<file path="src/rtl/display_pkg.sv">
// display_pkg: shared scan-state type, digit width and one-hot digit decode
// Contents: scan_state_t {SCAN_BLANK, SCAN_SHOW}, DIGIT_W, digit_onehot()
package display_pkg;
  typedef enum logic {SCAN_BLANK, SCAN_SHOW} scan_state_t;
  localparam int DIGIT_W = 4;
  function automatic logic [31:0] digit_onehot(input int unsigned idx);
    return 32'd1 << idx;
  endfunction
endpackage

</file>
<file path="src/rtl/display_scan_ctrl_dwell_timer.sv">
// dwell_timer: up-counter that flags its terminal count and restarts on load
// Ports: clk, rst (sync, active-high), load_i restarts the count at 0,
//        term_i terminal value, expire_o high while the count equals term_i
module dwell_timer #(
  parameter int W = 1
) (
  input  logic         clk,
  input  logic         rst,
  input  logic         load_i,
  input  logic [W-1:0] term_i,
  output logic         expire_o
);
  logic [W-1:0] cnt_q, cnt_d;
  always_comb cnt_d = load_i ? '0 : cnt_q + 1'b1;
  always_ff @(posedge clk) cnt_q <= rst ? '0 : cnt_d;
  assign expire_o = cnt_q == term_i;
endmodule

</file>
<file path="src/rtl/display_scan_ctrl.sv">
// display_scan_ctrl: time-multiplexed 7-segment scan with double-buffered digit load
// Ports: clk, reset (sync, active-high); load_valid/load_data/load_ready producer
//        handshake; digit_en one-hot digit enable; nibble current digit value;
//        frame_done pulse in the last lit cycle of each frame.
// Option: define SCAN_BLANK_EN to insert BLANK_CYCLES dark cycles between digits.
module display_scan_ctrl
  import display_pkg::*;
#(
  parameter int NDIG         = 2,
  parameter int DWELL_CYCLES = 50000,
  parameter int BLANK_CYCLES = 1000
) (
  input  logic                    clk,
  input  logic                    reset,
  input  logic                    load_valid,
  input  logic [DIGIT_W*NDIG-1:0] load_data,
  output logic                    load_ready,
  output logic [NDIG-1:0]         digit_en,
  output logic [DIGIT_W-1:0]      nibble,
  output logic                    frame_done
);
  localparam int MAXC = DWELL_CYCLES > BLANK_CYCLES ? DWELL_CYCLES : BLANK_CYCLES;
  localparam int CW = MAXC > 1 ? $clog2(MAXC) : 1;
  localparam int IW = $clog2(NDIG);
`ifdef SCAN_BLANK_EN
  localparam int BLANK_T  = BLANK_CYCLES - 1;
  localparam bit BLANK_EN = 1'b1;
`else
  localparam int BLANK_T  = 0;
  localparam bit BLANK_EN = 1'b0;
`endif
  scan_state_t             state_q;
  logic [IW-1:0]           idx_q, idx_d;
  logic [DIGIT_W*NDIG-1:0] active_q, pend_q;
  logic                    pend_v_q, expire, adv, commit, xfer;
  logic [CW-1:0]           term;
  always_comb begin
    term   = state_q == SCAN_SHOW ? CW'(DWELL_CYCLES - 1) : CW'(BLANK_T);
    idx_d  = idx_q == IW'(NDIG - 1) ? '0 : idx_q + 1'b1;
    adv    = expire && (state_q == SCAN_BLANK || !BLANK_EN);
    commit = adv && idx_d == '0 && pend_v_q;
    xfer   = load_valid && load_ready;
  end
  // every state change happens on expire, so expire doubles as the reload
  dwell_timer #(.W(CW)) u_timer (
    .clk      (clk),
    .rst      (reset),
    .load_i   (expire),
    .term_i   (term),
    .expire_o (expire)
  );
  always_ff @(posedge clk)
    if (reset) begin
      state_q  <= SCAN_BLANK;
      idx_q    <= IW'(NDIG - 1);
      active_q <= '0;
      pend_q   <= '0;
      pend_v_q <= 1'b0;
    end else begin
      if (expire) state_q <= adv ? SCAN_SHOW : SCAN_BLANK;
      if (adv) idx_q <= idx_d;
      if (commit) active_q <= pend_q;
      if (xfer) pend_q <= load_data;
      pend_v_q <= xfer || (pend_v_q && !commit);
    end
  assign load_ready = ~pend_v_q;
  assign digit_en   = state_q == SCAN_SHOW ? NDIG'(digit_onehot(32'(idx_q))) : '0;
  assign nibble     = active_q[DIGIT_W*idx_q +: DIGIT_W];
  assign frame_done = state_q == SCAN_SHOW && idx_q == IW'(NDIG - 1) && expire;
endmodule

</file>
<file path="config.mk">
export PLATFORM = sky130hd
export DESIGN_NAME = display_scan_ctrl
export DESIGN_NICKNAME = d
export VERILOG_FILES = /design/src/rtl/display_pkg.sv /design/src/rtl/display_scan_ctrl_dwell_timer.sv /design/src/rtl/display_scan_ctrl.sv
export SDC_FILE = /design/constraint.sdc
export NUM_CORES = 1
export LEC_CHECK = 0
export BUFFER_PORTS_ARGS = -buffer_cell sky130_fd_sc_hd__buf_2
export CAP_MARGIN = 20
export CORE_MARGIN = 2
export CORE_UTILIZATION = 45
export DETAILED_ROUTE_END_ITERATION = 10
export GPL_TIMING_DRIVEN = 0
export SLEW_MARGIN = 20
export SYNTH_ARGS = -nofsm -noshare
export SYNTH_HDL_FRONTEND = slang
export SYNTH_SLANG_ARGS = --single-unit
export TNS_END_PERCENT = 1
</file>
<file path="constraint.sdc">
create_clock -name clk -period 3.9 [get_ports clk]
set_input_delay 0.39 -clock clk [delete_from_list [all_inputs] [get_ports clk]]
set_output_delay 0.39 -clock clk [all_outputs]
set_load 0.01 [all_outputs]
</file>
; Word level (Yosys, flattened, before mapping)
; Index checks and enable logic that the tools add are counted.
; W data, S select, Z words.
[totals]
reg_bits = 35
out_inout_bits = 8
elab_cells = 25
[classes]
n_addsub = 2
eq_ne = 1
n_shift = 2
n_mux = 3
bitwise_logic = 2
n_reduce_logical = 9
[ops]
columns = cell, n
row1 = $add A16 B1 Y16 const B, 1
row2 = $eq A16 B16 Y1, 1
row3 = $mux W16, 1
row4 = $shiftx A8 B4 Y4, 1
row5 = $logic_and A1 B1 Y1, 6
row6 = $mux W2, 1
row7 = $not A1 Y1, 2
row8 = $reduce_or A2 Y1, 1
row9 = $shl A1 B1 Y2 const A, 1
row10 = $add A1 B1 Y1 const B, 1
row11 = $logic_not A1 Y1, 1
row12 = $logic_or A1 B1 Y1, 1
row13 = $mux W1, 1

; Longest topological paths before layout
[logic_depth]
depth_word = 8
ltp_mapped = 6
ltp_nobuf = 5

; Modules after synthesis
; Synthesis repeated with hierarchy kept, for this count alone.
[unflattened]
hier_cells = 186
hier_area_um2 = 1670.4
[by_module_without_submodules]
columns = mod, instances, cells_each, area_each_um2, seq_area_each_um2
row1 = dwell_timer, 1, 104, 910.9, 320.3
row2 = display_scan_ctrl, 1, 82, 759.5, 380.4

; Worst setup path before layout
; OpenSTA, ideal clock, no wires.
[synth_timing]
kind = reg2reg
from = reg u_timer.cnt_q[14]
to = reg u_timer.cnt_q[10]
setup_ns = 0.115
t_arrival_ns = 1.712
setup_slack_ns = 2.074
path_stages_with_launch = 6
period_less_slack_ns = 1.826
path_cell_list = dfxtp_1 > or4_4 > mux2_4 > o31ai_4 > buf_6 > nor2_1
[synth_via]
elab_chain_len = 2
[synth_rtl]
columns = element, line
row1 = start: declaration, display_scan_ctrl_dwell_timer.sv:13  ; logic [W-1:0] cnt_q, cnt_d;
row2 = start signal: assignment, display_scan_ctrl_dwell_timer.sv:15  ; always_ff @(posedge clk) cnt_q <= rst ? '0 : cnt_d;
row3 = $eq A16 B16 Y1, display_scan_ctrl_dwell_timer.sv:16  ; assign expire_o = cnt_q == term_i;
row4 = $reduce_or A2 Y1 (no source line), -
; No other way between the ends.
; A chain may end at the register's enable or synchronous reset.

; Final worst setup path
[layout_timing]
from = reg u_timer.cnt_q[7]
to = out frame_done
[layout_via]
elab_chain_len = 2
[layout_rtl]
columns = element, line
row1 = $eq A16 B16 Y1, display_scan_ctrl_dwell_timer.sv:16
row2 = $logic_and A1 B1 Y1, display_scan_ctrl.sv:69  ; assign frame_done = state_q == SCAN_SHOW && idx_q == IW'(NDIG - 1) && expire;
row3 = end: declaration, display_scan_ctrl.sv:20  ; output logic frame_done
; No other way between the ends.

==> reports/results.ini <==
[clocking]
clk_path_buf_depth = 2
clock-root-buffer = clkbuf_4
clock_latency_ns = 0.34
postCtsHoldBufs = 0
cts_max_level = 2
cts_tree = done
ctsResizeCount = 0
clk_pin_slew_ns = 0.11
post_cts_buffers = 0
numCtsBuffers = 5
cts_sinks = 35

[synth]
synth_top_family_by_area = simple AND/OR/NAND/NOR gates
synth_cells = 177
syn_area_mm2 = 0.001614
synth_xor_area_frac = 0.06512
ys_seq_area_frac = 0.4341
yosysUniqueCellTypes = 34
syn_avg_cell_area_um2 = 9.119
synth_mux_area_frac = 0.09922
synth_compound_area_frac = 0.1178
synth_area_leaders = dfxtp_1 (43%), mux2i_1 (6.2%), nor2_1 (5.6%)
ys_ff_latch = 35
post-synth-top-area-fraction = 0.4341
synthesis.nets = 189
yosys_warnings = 0
synthAdderAreaFrac = 0.007752
yosys.area_share.simple = 0.2411
yosysTopAreaCell = dfxtp_1

[hold_path]
hold_depth = 3
holdPathEnd = pend_q[3]
min_path_type = in -> reg
min_from = load_data[3]

[power]
p_int_mw = 0.5803
seqPwrFrac = 0.433
p_leak_nw = 0.6677
p_total_mw = 0.9613
clockPowerShare = 0.203
ir_worst_vdd_mv = 0.2167
power.density_mw_per_mm2 = 528.4
power_switching_share = 0.3963
switchingPower_mw = 0.3810
pwr-share-comb = 0.364

[global_routing]
track_usage = 0.1690
grt_antenna_before_repair = 0
grt_max_degree = 13
grt_pass1_wl_mm = 5.464
grt_pass1_vias = 1267
gr-total-overflow = 0

[sta]
setup_viol = 0
clock_skew_ns = 0.01025
final_hold_viol_count = 0
finalSetupTns_ns = 0
rsz0062_at_grt = no
fin_crit_ns = 2.329
slew_headroom = 0.5616
maxSlewViolCount = 0
min_period_over_period = 0.5972
fmax_ghz = 0.4294
worst_slew_pin_slew_ns = 0.6392

[worst_setup_path]
rr_endpoint = u_timer.cnt_q[8]
start_kind = flop
crit_type = reg -> out
reg2reg_from = u_timer.cnt_q[14]
cp_data_required_time_ns = 3.51
end_kind = primary output
worstPathArrival_ns = 1.94
worst-r2r-setup-slack_ns = 1.88
crit_fanout = 6
r2r_cells = 5

[status]
run_status = completed

[drt]
wl_mm = 3.273
vias = 1372
drt-vias-per-instance = 5.510
first_iter_violations = 59
dr.pass1.iters = 4
ant_nets = 0
drc = 0
wl_per_cell_um = 13.14

[final_layout]
diodes = 0
syn_to_final_growth_pct = 12.71
layout-drive-gt1-share = 0.1823
nNetsFinal = 214
layout_common_cells = dfxtp_1 (35), nor2_1 (24), buf_2 (18)
mostFrequentLayoutCell = dfxtp_1
final_cell_area_mm2 = 0.001819
stdcell_count = 249

[place]
place.gp.congestion = 0.8200
post_dp_cell_area_mm2 = 0.001762
dpl.hpwl_mm = 2.454
io_buffers = 18
place_inst = 241

[floorplanning]
die-area_mm2 = 0.004082
fp-row-count = 21
core_mm2 = 0.003390
initial_core_util = 0.4762
die_y_um = 63.89
ios = 19
die_x_um = 63.89

[run]
drv_cap = 0

[power groups by stage]
| stage | Sequential, mW | Clock (mW) | Combinational, mW |
|---|---|---|---|
| 6_report | 0.416 | 0.195 | 0.350 |
| 3_3_place_gp | 0.423 | 0 | 0.343 |
| 2_1_floorplan | 0.418 | 0 | 0.272 |
| 4_1_cts | 0.417 | 0.204 | 0.350 |
| 3_5_place_dp | 0.425 | 0 | 0.350 |
| 5_1_grt | 0.421 | 0.221 | 0.383 |
[per-stage QoR]
step,utilization,setup WS [ns],hold slack [ns]
final,0.5367,1.571,0.2817
after global placement,0.5197,1.869,0.4491
after floorplan,-,2.074,0.4406
after global routing,0.5367,1.325,0.2840
after CTS,0.5367,1.542,0.2665
after detailed placement,0.5197,1.869,0.4544
[cell type report]
cell class | count | area, um2
Buffer | 9 | 41.29
Clock buffer | 5 | 37.54
Clock inverter | 3 | 20.02
Fill cell | 334 | 1570
Inverter | 4 | 15.01
Multi-Input combinational cell | 129 | 857.1
Sequential cell | 35 | 700.7
Tap cell | 46 | 57.56
Timing Repair Buffer | 18 | 90.09
[sequential cells by signal (all words and copies together) (netlist names)]
name and flops:
pend_v_q 1, idx_q 1, active_q 8, pend_q 8, state_q 1, u_timer.cnt_q 16
[cell families after synthesis]
| logic type | count (synthesis) |
|---|---|
| AND/OR/NAND/NOR | 74 |
| flip-flops | 35 |
| AO/OA/AOI/OAI | 27 |
| multiplexers | 15 |
| buffers and inverters | 13 |
| XOR/XNOR | 12 |
| adder cells (fa/ha/maj) | 1 |
[routing by layer]
metal,wire (um),GRT usage,vias up
li1,-,-,688
met1,1464,0.2013,652
met2,1652,0.2943,26
met3,109,0.04754,6
met4,45,0.04891,0
met5,0,0,-
[worst max path at each step]
stage / from / endpoint / slack [ns]
detailed placement: u_timer.cnt_q[14] / u_timer.cnt_q[8] / 1.87
floorplan: u_timer.cnt_q[14] / u_timer.cnt_q[10] / 2.07
global placement: u_timer.cnt_q[14] / u_timer.cnt_q[12] / 1.87
finish: u_timer.cnt_q[7] / frame_done / 1.57
CTS: u_timer.cnt_q[13] / frame_done / 1.54
global route: u_timer.cnt_q[13] / frame_done / 1.32
[synth_stat cells]
cell / count
buf_6: 1
mux2i_1: 10
inv_1: 4
and2_1: 3
ha_1: 1
o31ai_4: 1
clkbuf_1: 6
and4_1: 3
dfxtp_1: 35
a22oi_2: 1
a21oi_1: 11
nand2_1: 6
o21ai_0: 2
or2_2: 1
a211oi_1: 1
nor4b_1: 1
mux2_2: 4
xnor2_1: 6
o21a_1: 1
a22o_1: 1
nor2_1: 24
nor2b_1: 3
nand4_1: 14
mux2_4: 1
xor2_1: 6
o31ai_1: 9
or4_4: 1
buf_1: 2
or3_1: 1
nor4_1: 2
or4_1: 1
or3_2: 1
nor3_1: 6
nand3_1: 7
[critical path, stage by stage, from the launching register on]
cell and delay, ns:
dfxtp_1 0.38, nor4_1 0.50, nand3_1 0.26, nor4_1 0.30, buf_2 0.17
(Power assumes the default switching activity.)
